==> config.mk <==
export PLATFORM = sky130hd
export DESIGN_NAME = stream_mux_rr_flat
export DESIGN_NICKNAME = d
export VERILOG_FILES = /design/src/rtl/stream_mux_rr_pkg.sv /design/src/rtl/stream_mux_rr_if.sv /design/src/rtl/stream_mux_rr_arbiter.sv /design/src/rtl/stream_mux_rr.sv /design/src/flat_wrapper.sv
export SDC_FILE = /design/constraint.sdc
export NUM_CORES = 1
export LEC_CHECK = 0
export ABC_AREA = 1
export CORE_MARGIN = 3
export CORE_UTILIZATION = 40
export DETAILED_ROUTE_END_ITERATION = 8
export PLACE_DENSITY_LB_ADDON = 0.12
export SYNTH_ARGS = -nofsm -noshare
export SYNTH_HDL_FRONTEND = slang
export SYNTH_SLANG_ARGS = --single-unit
==> constraint.sdc <==
create_clock -name clk -period 3.8 [get_ports clk]
set_clock_uncertainty 0.1 [all_clocks]
set_input_delay 0.76 -clock clk [delete_from_list [all_inputs] [get_ports clk]]
set_output_delay 0.76 -clock clk [all_outputs]
set_load 0.01 [all_outputs]
==> src/rtl/stream_mux_rr_pkg.sv <==
// Shared constants for the round-robin / fixed-select stream multiplexer.
package stream_mux_pkg;

  localparam logic MODE_MUX = 1'b0;
  localparam logic MODE_RR  = 1'b1;

  localparam int CNT_W = 16;

endpackage

==> src/rtl/stream_mux_rr_if.sv <==
// Input and output handshake bundle of the stream multiplexer.
// The master modport is the multiplexer itself; slave is the
// surrounding logic that drives the sources and the sink.
interface stream_mux_rr_if #(
  parameter int WIDTH = 8,
  parameter int N     = 2,
  localparam int SEL_W = $clog2(N)
) ();

  logic [N*WIDTH-1:0] in_data;
  logic [N-1:0]       in_valid;
  logic [N-1:0]       in_ready;
  logic [WIDTH-1:0]   out_data;
  logic [SEL_W-1:0]   out_chan;
  logic               out_valid;
  logic               out_ready;

  modport master (
    input  in_data, in_valid, out_ready,
    output in_ready, out_data, out_chan, out_valid
  );

  modport slave (
    output in_data, in_valid, out_ready,
    input  in_ready, out_data, out_chan, out_valid
  );

endinterface

==> src/rtl/stream_mux_rr_arbiter.sv <==
// Combinational rotating-priority search: the first requester found
// starting at ptr and moving upward modulo N wins.
module rr_arbiter #(
  parameter int N = 2,
  localparam int SEL_W = $clog2(N)
) (
  input  logic [N-1:0]     req,
  input  logic [SEL_W-1:0] ptr,
  input  logic             en,
  output logic [N-1:0]     grant_oh,
  output logic [SEL_W-1:0] grant_idx,
  output logic             grant_vld
);

  function automatic int wrap_idx(input int p, input int i);
    return (p + i) % N;
  endfunction

  // Walk the channels from ptr and stop at the first requester.
  always_comb begin
    grant_oh  = '0;
    grant_idx = '0;
    grant_vld = 1'b0;
    if (en) begin
      for (int i = 0; i < N; i++) begin
        if (!grant_vld && req[wrap_idx(int'(ptr), i)]) begin
          grant_vld                        = 1'b1;
          grant_idx                        = SEL_W'(wrap_idx(int'(ptr), i));
          grant_oh[wrap_idx(int'(ptr), i)] = 1'b1;
        end
      end
    end
  end

endmodule

==> src/rtl/stream_mux_rr.sv <==
// Registered N-channel stream multiplexer with fixed-select and
// round-robin modes, a one-deep output register and a beat counter.
module stream_mux_rr
  import stream_mux_pkg::*;
#(
  parameter int WIDTH = 8,
  parameter int N     = 2,
  localparam int SEL_W = $clog2(N)
) (
  input  logic               clk,
  input  logic               rst,
  stream_mux_rr_if.master    bus,
  input  logic [SEL_W-1:0]   sel,
  input  logic               mode,
  output logic [CNT_W-1:0]   xfer_cnt
);

  logic [SEL_W-1:0] rr_ptr;
  logic [N-1:0]     arb_oh;
  logic [SEL_W-1:0] arb_idx;
  logic             arb_vld;
  logic [N-1:0]     mux_oh;
  logic [N-1:0]     grant_oh;
  logic [SEL_W-1:0] grant_idx;
  logic [WIDTH-1:0] grant_data;
  logic             load;
  logic             in_xfer;
  logic             out_xfer;

  rr_arbiter #(.N(N)) u_arb (
    .req       (bus.in_valid),
    .ptr       (rr_ptr),
    .en        (mode == MODE_RR),
    .grant_oh  (arb_oh),
    .grant_idx (arb_idx),
    .grant_vld (arb_vld)
  );

  // Fixed-select grant; an out-of-range sel matches no channel.
  always_comb begin
    mux_oh = '0;
    for (int k = 0; k < N; k++) begin
      mux_oh[k] = (sel == SEL_W'(k)) && bus.in_valid[k];
    end
  end

  assign grant_oh  = (mode == MODE_RR) ? arb_oh  : mux_oh;
  assign grant_idx = (mode == MODE_RR) ? arb_idx : sel;

  // Pick the granted channel's data slice.
  always_comb begin
    grant_data = '0;
    for (int k = 0; k < N; k++) begin
      if (grant_oh[k]) grant_data = bus.in_data[k*WIDTH +: WIDTH];
    end
  end

  assign load         = !bus.out_valid || bus.out_ready;
  assign bus.in_ready = (rst || !load) ? '0 : grant_oh;
  assign in_xfer      = |(bus.in_valid & bus.in_ready);
  assign out_xfer     = bus.out_valid && bus.out_ready;

  // Output register, round-robin pointer and accepted-beat counter.
  always_ff @(posedge clk) begin
    if (rst) begin
      bus.out_valid <= 1'b0;
      bus.out_data  <= '0;
      bus.out_chan  <= '0;
      rr_ptr        <= '0;
      xfer_cnt      <= '0;
    end else begin
      if (in_xfer) begin
        bus.out_data  <= grant_data;
        bus.out_chan  <= grant_idx;
        bus.out_valid <= 1'b1;
        if (mode == MODE_RR) begin
          rr_ptr <= (grant_idx == SEL_W'(N-1)) ? '0 : grant_idx + 1'b1;
        end
      end else if (out_xfer) begin
        bus.out_valid <= 1'b0;
      end
      if (out_xfer) xfer_cnt <= xfer_cnt + 1'b1;
    end
  end

endmodule

==> src/flat_wrapper.sv <==
// flat-port wrapper written by rule: the top's interface ports become plain ports
module stream_mux_rr_flat import stream_mux_pkg::*;
#(
  parameter int WIDTH = 8,
  parameter int N     = 2,
  localparam int SEL_W = $clog2(N)
)
  (clk, rst, sel, mode, xfer_cnt, bus_in_data, bus_in_valid, bus_out_ready, bus_in_ready, bus_out_data, bus_out_chan, bus_out_valid);
  stream_mux_rr_if #(.WIDTH(WIDTH), .N(N)) bus_i ();
  input  logic clk;
  input  logic rst;
  input  logic [SEL_W-1:0] sel;
  input  logic mode;
  output logic [CNT_W-1:0] xfer_cnt;
  input wire logic [$bits(bus_i.in_data)-1:0] bus_in_data;
  input wire logic [$bits(bus_i.in_valid)-1:0] bus_in_valid;
  input wire logic [$bits(bus_i.out_ready)-1:0] bus_out_ready;
  output wire logic [$bits(bus_i.in_ready)-1:0] bus_in_ready;
  output wire logic [$bits(bus_i.out_data)-1:0] bus_out_data;
  output wire logic [$bits(bus_i.out_chan)-1:0] bus_out_chan;
  output wire logic [$bits(bus_i.out_valid)-1:0] bus_out_valid;
  assign bus_i.in_data = bus_in_data;
  assign bus_i.in_valid = bus_in_valid;
  assign bus_i.out_ready = bus_out_ready;
  assign bus_in_ready = bus_i.in_ready;
  assign bus_out_data = bus_i.out_data;
  assign bus_out_chan = bus_i.out_chan;
  assign bus_out_valid = bus_i.out_valid;
  stream_mux_rr #(.WIDTH(WIDTH), .N(N)) u_core (.clk(clk), .rst(rst), .bus(bus_i), .sel(sel), .mode(mode), .xfer_cnt(xfer_cnt));
endmodule
=== After elaboration in Yosys (flattened, before gate mapping) ===
Cells that the tools add are included.

* Output and inout bits: 28
* Logic and storage cells: 54
* Flip-flop bits (word level): 27
* Input bits: 23

* Muxes and demuxes: 24
* Bitwise operators: 4
* Magnitude comparators: 4
* Add/sub/neg operators: 3
* Reduce and logical (&&, ||, !) cells: 14

{| class="wikitable"
|+ Operator list
! kind !! number
|-
| $add 16x1->16 const B || 1
|-
| $mux 8 || 2
|-
| $mux 1 || 15
|-
| $mux 2 || 5
|-
| $logic_and 1x1->1 || 6
|-
| $logic_not 1->1 || 3
|-
| $lt 2x3->1 const B || 1
|-
| $add 1x1->1 const B || 2
|-
| $and 2x2->2 || 1
|-
| $demux 1 s1 || 2
|-
| $ge 2x1->1 const B || 1
|-
| $logic_or 1x1->1 || 2
|-
| $lt 1x2->1 const B || 1
|-
| $or 2x2->2 || 1
|-
| $reduce_and 2->1 || 1
|-
| $reduce_bool 2->1 || 1
|-
| $reduce_or 2->1 || 1
|-
| $and 1x1->1 const A || 1
|-
| $ge 1x1->1 const B || 1
|-
| $not 1->1 || 1
|}

=== Logic depth before layout (Yosys ltp) ===
Gate-level depths: netlist of run 1.

* Word-level depth: 13
* Depth in mapped cells: 9
* Mapped depth without buffers: 9

=== Hierarchy ===
A second synthesis of run 1 with hierarchy kept.

* Cell total of the unflattened synthesis: 217
* Area total of the unflattened synthesis: 1385.1 um^2

{| class="wikitable"
|+ Modules (own cells, without submodules)
! module !! area each (um^2) !! cells an instance !! seq. area each (um^2) !! times used
|-
| stream_mux_rr || 1355.0 || 210 || 540.5 || 1
|-
| rr_arbiter || 30.0 || 7 || 0.0 || 1
|}

=== Worst setup path after synthesis of run 1 ===
Ideal clock, no wire load.

* Path kind: input port to output port
* Start: in mode
* End: out bus_in_ready[0]
* Data required time: 2.940 ns
* Arrival: 1.254 ns
* Path slack: 1.686 ns
* Buffers on the path: 0
* Stages: 6
* Cells stage by stage: inv_1 nand2_1 nand2_1 nor2_4 nand2_4 inv_1

* Longest elaborated chain between the ends: 2

{| class="wikitable"
|+ Ends and longest elaborated chain
! element !! RTL line !! RTL
|-
| start, declared || flat_wrapper.sv:13 || <nowiki>input logic mode;</nowiki>
|-
| $mux 2 || stream_mux_rr.sv:47 || <nowiki>assign grant_oh = (mode == MODE_RR) ? arb_oh : mux_oh;</nowiki>
|-
| $mux 2 || stream_mux_rr.sv:59 || <nowiki>assign bus.in_ready = (rst || !load) ? '0 : grant_oh;</nowiki>
|-
| end, declared || flat_wrapper.sv:18 || <nowiki>output wire logic [$bits(bus_i.in_ready)-1:0] bus_in_ready;</nowiki>
|}

Every way passes these cells.

=== Final worst setup path of run 1 ===
Ends and elaborated chain as after synthesis.

==> results.md, run 1 <==
- Synth area leader: dfxtp_1
- VDD IR-drop max: 138 µV
- Worst setup SP type: input pin
- Routability congestion estimate: 0.796
- Status: complete, no violations
- Avg Cell Area, Syn: 6.49 µm²
- Setup WS post-layout: 0.606 ns
- Total length of routed wires: 2.98 mm
- Via count: 1402
- CP delay by family, top: buffers and inverters
- Static leakage: 0.889 nW
- NumNets Final: 290
- Final setup violation count: 0
- Fin Setup TNS: 0 ns
- Ant. Diodes: 0
- Post-CTS Resized: 0
- Reg clk slew, reported paths: 0.14 ns
- Root Driver: clkbuf_4
- Final Util: 62.1%
- Period utilisation layout: 84.0%
- Sequential Power Share: 57.0%
- Setup bufs post-CTS: 0
- Final cell count without fillers: 309
- Comb power frac: 19.6%
- DP Cell Count: roughly 300
- Crit end category: output port
- First-pass GRT wire length: between 5 and 6 mm
- Worst path bufs/invs: 4
- Final min period: 3.19 ns
- Required @ worst endpoint: just under 3 ns
- Worst-skew pair later-pin latency: 0.32 ns
- Tot GR Track Use: 15.5%
- Synth unique cells: 24
- Mapped Nets: 236
- Tightest Hold Check Type: register to register
- # Max-Cap Violations: 0
- Netlist Area Pre-Place: 1380 µm²
- Max Clk Rate: 0.313 GHz
- Critical path's largest stage delay: 0.52 ns
- I/O pin cnt: just over 50
- # DRC: 0
- Layout area overhead: 42.4%
- WP data arrival: 2.33 ns
- Pwr/cell area: 270 nW/µm²
- Psw: between 100 and 150 µW
- Most frequent cells in the layout: nand2_1 (58), clkdlybuf4s50_1 (50), nor2_1 (39)
- Cell Chain, Critical Path: clkdlybuf4s50_1 > inv_1 > nand2_1 > nand2_1 > nor2_4 > nand2_4 > inv_1 > clkdlybuf4s50_1
- Die W: 64.6 µm
- Final worst hold slack: approximately 0.41 ns
- Final Hold Vio Count: 0
- Die height: 64.6 µm
- Top cell type's share of synthesized area: between 30% and 40%
- Final HPWL DP: 2.41 mm
- Wire per inst: 9.63 µm
- H-tree depth: 1
- Layout cells sized above 1: 7.92%
- TritonCTS clock tree: done
- Cell internal pwr: slightly below 400 µW
- Sequential fraction of the synthesis area: 39.3%
- Syn Inst Count: about 210
- Port bufs: 50
- First-pass detailed-route iteration total: 4
- Slew Limit Fails: 0
- Yosys warning total: 0
- Iter 0 DRT Violations: 63
- Vias/cell: 4.54
- GRT Residual Overflow: 0
- CTS sink count: 27
- CORE AREA: 3150 µm²
- Initial core utilization: 43.6%
- Initial antenna violation count: 0
- Cts hold-fix bufs: 0
- Net Sw Frac: a little over a quarter
- CP Max Fanout: 9
- Slew margin rel.: 82.5%
- Cts bufs inserted: 3
- Vias in the first global route: ~1300
- Dominant cells by area after synthesis: dfxtp_1 (39%), nand2_1 (16%), nor2_1 (11%)
- RSZ-0062 raised after global routing: false
- CTS max path bufs: 2
- Largest net degree at the start of global routing: 23
- Std-Cell Rows: 20
- Placement Setup Slack: 0.600 ns
- Die area: about 4200 µm²
- Critical setup path kind: input pin to output port
- Commonest non-fill, non-tap cell in the layout: nand2_1
- Worst-Margin Slew: 0.261 ns
- #FFs+latches synth: 27
- Clock power frac: between 20% and 30%
- Slowest cell on crit path: clkdlybuf4s50_1
- Antenna Nets Post-Route: 0
[through the flow]
step | power [mW] | area, µm²
after CTS | 0.537 | 1960
final | 0.529 | 1960
after global routing | 0.561 | 1960
after detailed placement | 0.412 | 1930
after global placement | 0.412 | 1930
after floorplan | 0.355 | 1380
[worst reg2reg max path, stage by stage, from the launching register on]
cell and delay [ns]:
dfxtp_1 0.41, ha_1 0.18, nand3_1 0.11, nor2_1 0.21, nand4_1 0.18, nor2_1 0.13
nor2_1 0.05, nor2_1 0.08
[synth_stat cells (all sizes together)]
cell / instances
nand2: 63
nor2: 44
dfxtp: 27
xor2: 1
xnor2: 1
o211ai: 1
nor3b: 2
clkbuf: 2
a21oi: 8
nor3: 1
ha: 1
nand4: 5
inv: 34
o21ai: 14
nand3: 8
[logic make-up (layout without fill, tap and decap cells)]
family          after synthesis  count (layout)  synth area share [%]
simple gates                123             123                  39.9
buf+inv                      36              89                  10.0
flops                        27              27                  39.3
compound gates               23              23                  8.55
xor+xnor                      2               2                  1.27
fa+ha+maj                     1               1                 0.910
[metal layers]
| layer | part of all wire (%) | wire [µm] | global-route usage [%] |
|---|---|---|---|
| met1 | 45 | 1340 | 18.6 |
| met2 | 47 | 1400 | 27.2 |
| met3 | 7.2 | 214 | 3.99 |
| met4 | 0.61 | 18 | 4.75 |
| met5 | 0 | 0 | 0 |
[registers in the layout, indices dropped and copies added, names as in the netlist]
| name | cells |
|---|---|
| u_core.bus.out_valid | 1 |
| u_core.bus.out_data | 8 |
| u_core.xfer_cnt | 16 |
| u_core.bus.out_chan | 1 |
| u_core.rr_ptr | 1 |
[final timing paths]
path / from / to / slack [ns] / cells after the start
worst max-delay path: mode / bus_in_ready[0] / 0.61 / 8
worst min-delay path: u_core.rr_ptr$_SDFFE_PP0P_ / u_core.rr_ptr$_SDFFE_PP0P_ / 0.41 / 2
worst max register to register: u_core.xfer_cnt[1]$_SDFFE_PP0P_ / u_core.xfer_cnt[14]$_SDFFE_PP0P_ / 2.30 / 7
worst min register to register: u_core.rr_ptr$_SDFFE_PP0P_ / u_core.rr_ptr$_SDFFE_PP0P_ / 0.41 / 2
[layout make-up]
cell class                 count  area, µm²
timing repair buffer          51        508
sequential                    27        541
inverter                      34        130
clock buffer                   3       22.5
fill                         325       1190
tap                           44       55.1
clock inverter                 1       5.00
multi-input combinational    149        697
[power by group through the flow]
stage / clock [mW] / combinational [mW] / sequential [mW]
floorplan: 0 / 0.0422 / 0.312
global placement: 0 / 0.105 / 0.307
detailed placement: 0 / 0.105 / 0.308
CTS: 0.130 / 0.105 / 0.302
global route: 0.141 / 0.116 / 0.304
finish: 0.124 / 0.104 / 0.302
Power figures use the tool's default switching activity.
==> run 2, diff against run 1 <==
--- a/config.mk
+++ b/config.mk
@@ -7,7 +7,7 @@
 export LEC_CHECK = 0
 export ABC_AREA = 1
 export CORE_MARGIN = 3
-export CORE_UTILIZATION = 40
+export CORE_UTILIZATION = 39
 export DETAILED_ROUTE_END_ITERATION = 8
 export PLACE_DENSITY_LB_ADDON = 0.12
 export SYNTH_ARGS = -nofsm -noshare
==> constraint.sdc (replaced) <==
create_clock -name clk -period 2.7 [get_ports clk]
set_clock_uncertainty 0.1 [all_clocks]
set_input_delay 0.54 -clock clk [delete_from_list [all_inputs] [get_ports clk]]
set_output_delay 0.54 -clock clk [all_outputs]
set_load 0.01 [all_outputs]
==> results.md, run 2 (synthesis results as in run 1) <==
- Status: complete, no violations
- Grt met1 use: 17.6%
- Routability congestion estimate: 0.821
- Crit end category: output port
- Worst path depth: 7
- First-pass detailed-route iteration total: 5
- Sequential Power Share: between 50% and 60%
- Largest net degree at the start of global routing: 23
- Cts hold-fix bufs: 0
- Vias in the first global route: 1302
- Tightest Hold Check Type: register to register
- Pwr/cell area: 374 nW/µm²
- Std-Cell Rows: 20
- Wire per inst: 9.60 µm
- Total length of routed wires: 3.00 mm
- Most frequent cells in the layout: nand2_1 (58), clkdlybuf4s50_1 (48), nor2_1 (39)
- Die W: 65.4 µm
- Static leakage: 0.941 nW
- Cts bufs inserted: 3
- Initial core utilization: a little over two fifths
- Final Util: between 60% and 70%
- Slowest cell on crit path: clkdlybuf4s50_1
- Root Driver: clkbuf_4
- Commonest non-fill, non-tap cell in the layout: nand2_1
- GRT Residual Overflow: 0
- Biggest register: u_core.xfer_cnt
- Initial antenna violation count: 0
- Ant. Diodes: 0
- Worst-skew pair later-pin latency: ~0.31 ns
- CORE AREA: 3200 µm²
- Tot GR Track Use: between 10% and 20%
- Final HPWL DP: 2.45 mm
- RSZ-0062 raised after global routing: false
- First-pass GRT wire length: 5.26 mm
- Final Hold Vio Count: 0
- Required @ worst endpoint: a little over 2 ns
- Layout area overhead: 44.9%
- Cell internal pwr: roughly 550 µW
- Critical path's largest stage delay: about 0.5 ns
- Critical setup path kind: input pin to output port
- Worst path bufs/invs: 3
- Vias/cell: between 4 and 5
- Antenna Nets Post-Route: 0
- VDD IR-drop max: 152 µV
- Period utilisation layout: a little over four fifths
- Reg2reg path depth: 7
- Max Clk Rate: 0.441 GHz
- Die height: 65.4 µm
- Net Sw Frac: between 20% and 30%
- Slew margin rel.: 84.2%
- TritonCTS clock tree: done
- CTS sink count: 27
- # DRC: 0
- I/O pin cnt: just over 50
- Worst setup SP type: input pin
- Worst-Margin Slew: 0.236 ns
- Met3 Use GR: 3.93%
- Grt peak-use layer: met2
- Reg clk slew, reported paths: around 0.14 ns
- Fin Setup TNS: 0 ns
- Clock power frac: 22.6%
- NumNets Final: 294
- Slew Limit Fails: 0
- H-tree depth: 1
- CTS max path bufs: 2
- Met2 Usage GRT: 27.6%
- Psw: roughly 190 µW
- WP data arrival: 1.63 ns
- Die area: 4270 µm²
- Largest register FFs: 16
- Layout cells sized above 1: just over 9%
- Cell Chain, Critical Path: clkdlybuf4s50_1 > nand2_1 > nor2_1 > nor2_4 > nand2_4 > inv_1 > dlymetal6s2s_1
- CP Max Fanout: 3
- Final min period: around 2.3 ns
- Comb power frac: 20.4%
- Via count: roughly 1400
- CP delay by family, top: buffers and inverters
- Final setup violation count: 0
- Iter 0 DRT Violations: between 60 and 70
- Hold Crit Depth: 2
- # Max-Cap Violations: 0
- Port bufs: 50
- Registers with the most flip-flops: u_core.xfer_cnt: 16 flops, u_core.bus.out_data: 8 flops
[run 2: changes by cell type in the layout (fill, tap and decap cells not counted)]
| cell | delta |
|---|---|
| buf_4 | +4 |
| clkdlybuf4s50_1 | -2 |
| dlymetal6s2s_1 | +2 |
[run 2: layout make-up]
class                      instances  area (µm²)
fill                             317        1210
multi-input combinational        149         697
timing repair buffer              55         543
sequential                        27         541
inverter                          34         130
tap                               44        55.1
clock buffer                       3        22.5
clock inverter                     1        5.00
[run 2: stage by stage]
step | power, mW | instance area (µm²) | hold WS [ns] | worst slack, ns | cells
4_1_cts | 0.756 | 1990 | 0.401 | 0.0661 | 313
3_5_place_dp | 0.587 | 1960 | 0.381 | 0.0688 | 309
3_3_place_gp | 0.586 | 1960 | 0.384 | 0.0927 | 309
2_1_floorplan | 0.499 | 1380 | 0.351 | 1.03 | 212
6_report | 0.745 | 1990 | 0.397 | 0.432 | 313
5_1_grt | 0.792 | 1990 | 0.439 | 0.341 | 313
[run 2: power groups by stage]
| stage | clock (mW) | sequential (mW) | combinational (mW) |
|---|---|---|---|
| finish | 0.168 | 0.425 | 0.152 |
| global route | 0.196 | 0.427 | 0.168 |
| detailed placement | 0 | 0.433 | 0.154 |
| global placement | 0 | 0.433 | 0.153 |
| CTS | 0.177 | 0.425 | 0.154 |
| floorplan | 0 | 0.440 | 0.0594 |
[run 2: routing by layer]
metal  part of all wire, %  vias up
met3                   8.0        2
met5                     0        -
li1                      -      766
met4                  0.63        0
met1                    45      581
met2                    47       40
[run 2: final timing paths]
| path | from | end | slack (ns) |
|---|---|---|---|
| min | u_core.rr_ptr$_SDFFE_PP0P_ | u_core.rr_ptr$_SDFFE_PP0P_ | 0.40 |
| min reg2reg | u_core.rr_ptr$_SDFFE_PP0P_ | u_core.rr_ptr$_SDFFE_PP0P_ | 0.40 |
| max | mode | bus_in_ready[0] | 0.43 |
| max reg2reg | u_core.xfer_cnt[1]$_SDFFE_PP0P_ | u_core.xfer_cnt[14]$_SDFFE_PP0P_ | 1.17 |
[run 2: worst register-to-register path, cell delays in order, from the launching register on]
cell and delay (ns):
dfxtp_1 0.41, ha_1 0.19, nand3_1 0.11, nor2_1 0.21, nand4_1 0.19, nor2_1 0.14, nor2_1 0.05, nor2_1 0.09
[run 2: repair_timing]
action | CTS | global route
endpoints found under the setup margin | 0 | 2
gates resized for setup | 0 | 2
buffers inserted | 0 | 0
==> run 3, diff against run 2 <==
--- a/config.mk
+++ b/config.mk
@@ -7,7 +7,7 @@
 export LEC_CHECK = 0
 export ABC_AREA = 1
 export CORE_MARGIN = 3
-export CORE_UTILIZATION = 39
+export CORE_UTILIZATION = 40
 export DETAILED_ROUTE_END_ITERATION = 8
 export PLACE_DENSITY_LB_ADDON = 0.12
 export SYNTH_ARGS = -nofsm -noshare
==> constraint.sdc (replaced) <==
create_clock -name clk -period 2.15 [get_ports clk]
set_clock_uncertainty 0.1 [all_clocks]
set_input_delay 0.43 -clock clk [delete_from_list [all_inputs] [get_ports clk]]
set_output_delay 0.43 -clock clk [all_outputs]
set_load 0.01 [all_outputs]
==> results.md, run 3 (synthesis results as in run 1) <==
- Status: complete, no violations
- Setup bufs post-CTS: 0
- GRT Residual Overflow: 0
- Slowest cell on crit path: clkdlybuf4s50_1
- CTS max path bufs: 2
- Slew Limit Fails: 0
- H-tree depth: 1
- Critical setup path kind: input pin to output port
- Vias/cell: 4.50
- Vias in the first global route: 1345
- Period utilisation layout: 93.2%
- Initial antenna violation count: 0
- Pwr Total: 944 µW
- Initial core utilization: 43.6%
- Area of placed instances: 1980 µm²
- Total length of routed wires: around 3.2 mm
- CP delay by family, top: buffers and inverters
- Critical path's largest stage delay: roughly 0.50 ns
- Final min period: 2.00 ns
- Crit end category: output port
- RSZ-0062 raised after global routing: false
- CTS sink count: 27
- Slew margin rel.: 82.6%
- Wire per inst: ~10 µm
- Static leakage: 0.920 nW
- TritonCTS clock tree: done
- Worst setup SP type: input pin
- Worst-skew pair later-pin latency: 0.33 ns
- Final worst hold slack: ~0.42 ns
- Fill count: 331
- Die height: about 65 µm
- Die W: 64.6 µm
- CP Max Fanout: 3
- Ant. Diodes: 0
- Final setup violation count: 0
- Std-Cell Rows: 20
- First-pass GRT wire length: 5.54 mm
- Worst path bufs/invs: 4
- CORE AREA: 3150 µm²
- Via count: 1418
- Final Util: 63.3%
- # Max-Cap Violations: 0
- Most frequent cells in the layout: nand2_1 (58), clkdlybuf4s50_1 (48), nor2_1 (38)
- Cts bufs inserted: 3
- Largest register FFs: 16
- Biggest register: u_core.xfer_cnt
- # DRC: 0
- NumNets Final: 296
- Worst-Margin Slew: 0.260 ns
- Port bufs: 50
- First-pass detailed-route iteration total: 4
- Final Instance Area: 2000 µm²
- Layout area overhead: 45.1%
- Pwr/cell area: 473 nW/µm²
- Layout cells sized above 1: 11.1%
- Tightest Hold Check Type: register to register
- Cell Chain, Critical Path: clkdlybuf4s50_1 > nand2_1 > inv_1 > nand2_1 > nand2_2 > nand2_2 > inv_1 > clkbuf_2
- Antenna Nets Post-Route: 0
- Die area: 4180 µm²
- I/O pin cnt: between 50 and 60
- WP data arrival: around 1.5 ns
- Largest net degree at the start of global routing: 23
- Tot GR Track Use: 16.5%
- Iter 0 DRT Violations: 55
- Final HPWL DP: 2.50 mm
- Max Clk Rate: 0.499 GHz
- Registers with the most flip-flops: u_core.xfer_cnt: 16 flops, u_core.bus.out_data: 8 flops
- Root Driver: clkbuf_4
- Reg clk slew, reported paths: 0.16 ns
- Routability congestion estimate: 0.820
- Final Hold Vio Count: 0
- VDD IR-drop max: around 240 µV
- Required @ worst endpoint: 1.62 ns
- Commonest non-fill, non-tap cell in the layout: nand2_1
run 3: cell count changes in the layout (fill, tap and decap cells not counted), sizes merged:
cell and delta:
clkbuf +2, buf +2, dlymetal6s2s -2
run 3: routing by layer:
metal	part of all wire, %	GRT usage, %	vias to the layer above
met2	47	29.8	38
met3	6.3	3.81	4
met4	1.3	5.54	0
met1	46	19.0	607
met5	0	0	-
li1	-	-	769
run 3: report_power, final:
group,internal (mW),leakage [nW],total [mW],switching [mW]
Sequential,0.521,0.220,0.533,0.0121
Clock,0.0697,0.0177,0.218,0.148
Combinational,0.104,0.682,0.193,0.0886
run 3: worst paths after layout:
| check | cells after the start | start | slack (ns) | end |
|---|---|---|---|---|
| worst max register to register | 7 | u_core.xfer_cnt[0]$_SDFFE_PP0P_ | 0.60 | u_core.xfer_cnt[14]$_SDFFE_PP0P_ |
| worst max-delay path | 8 | mode | 0.15 | bus_in_ready[1] |
| worst min register to register | 2 | u_core.rr_ptr$_SDFFE_PP0P_ | 0.42 | u_core.rr_ptr$_SDFFE_PP0P_ |
| worst min-delay path | 2 | u_core.rr_ptr$_SDFFE_PP0P_ | 0.42 | u_core.rr_ptr$_SDFFE_PP0P_ |
run 3: final cells by class:
type / count / area, µm² / area share, %
timing repair buffer: 57 / 543 / 27.2
sequential: 27 / 541 / 27.1
inverter: 34 / 130 / 6.52
clock buffer: 3 / 22.5 / 1.13
clock inverter: 1 / 5.00 / 0.251
multi-input combinational: 149 / 699 / 35.0
tap: 44 / 55.1 / 2.76
run 3: stage by stage:
stage | setup slack, ns | instances | TNS [ns]
3_3_place_gp | -0.220 | 311 | -0.417
5_1_grt | 0.0530 | 315 | 0
2_1_floorplan | 0.696 | 212 | 0
6_report | 0.147 | 315 | 0
4_1_cts | 0.00707 | 315 | 0
3_5_place_dp | -0.243 | 311 | -0.479
run 3: what timing repair did:
| action | 4_1_cts | 5_1_grt |
|---|---|---|
| gates resized for setup | 2 | 5 |
| hold buffers | 0 | 0 |
| setup endpoints to repair | 2 | 2 |
run 3: worst reg2reg max path, stage by stage (launching register included):
cell     delay [ns]
dfxtp_1        0.43
ha_1           0.19
nand3_1        0.12
nor2_1         0.21
nand4_1        0.18
nor2_1         0.12
nor2_1         0.05
nor2_1         0.09
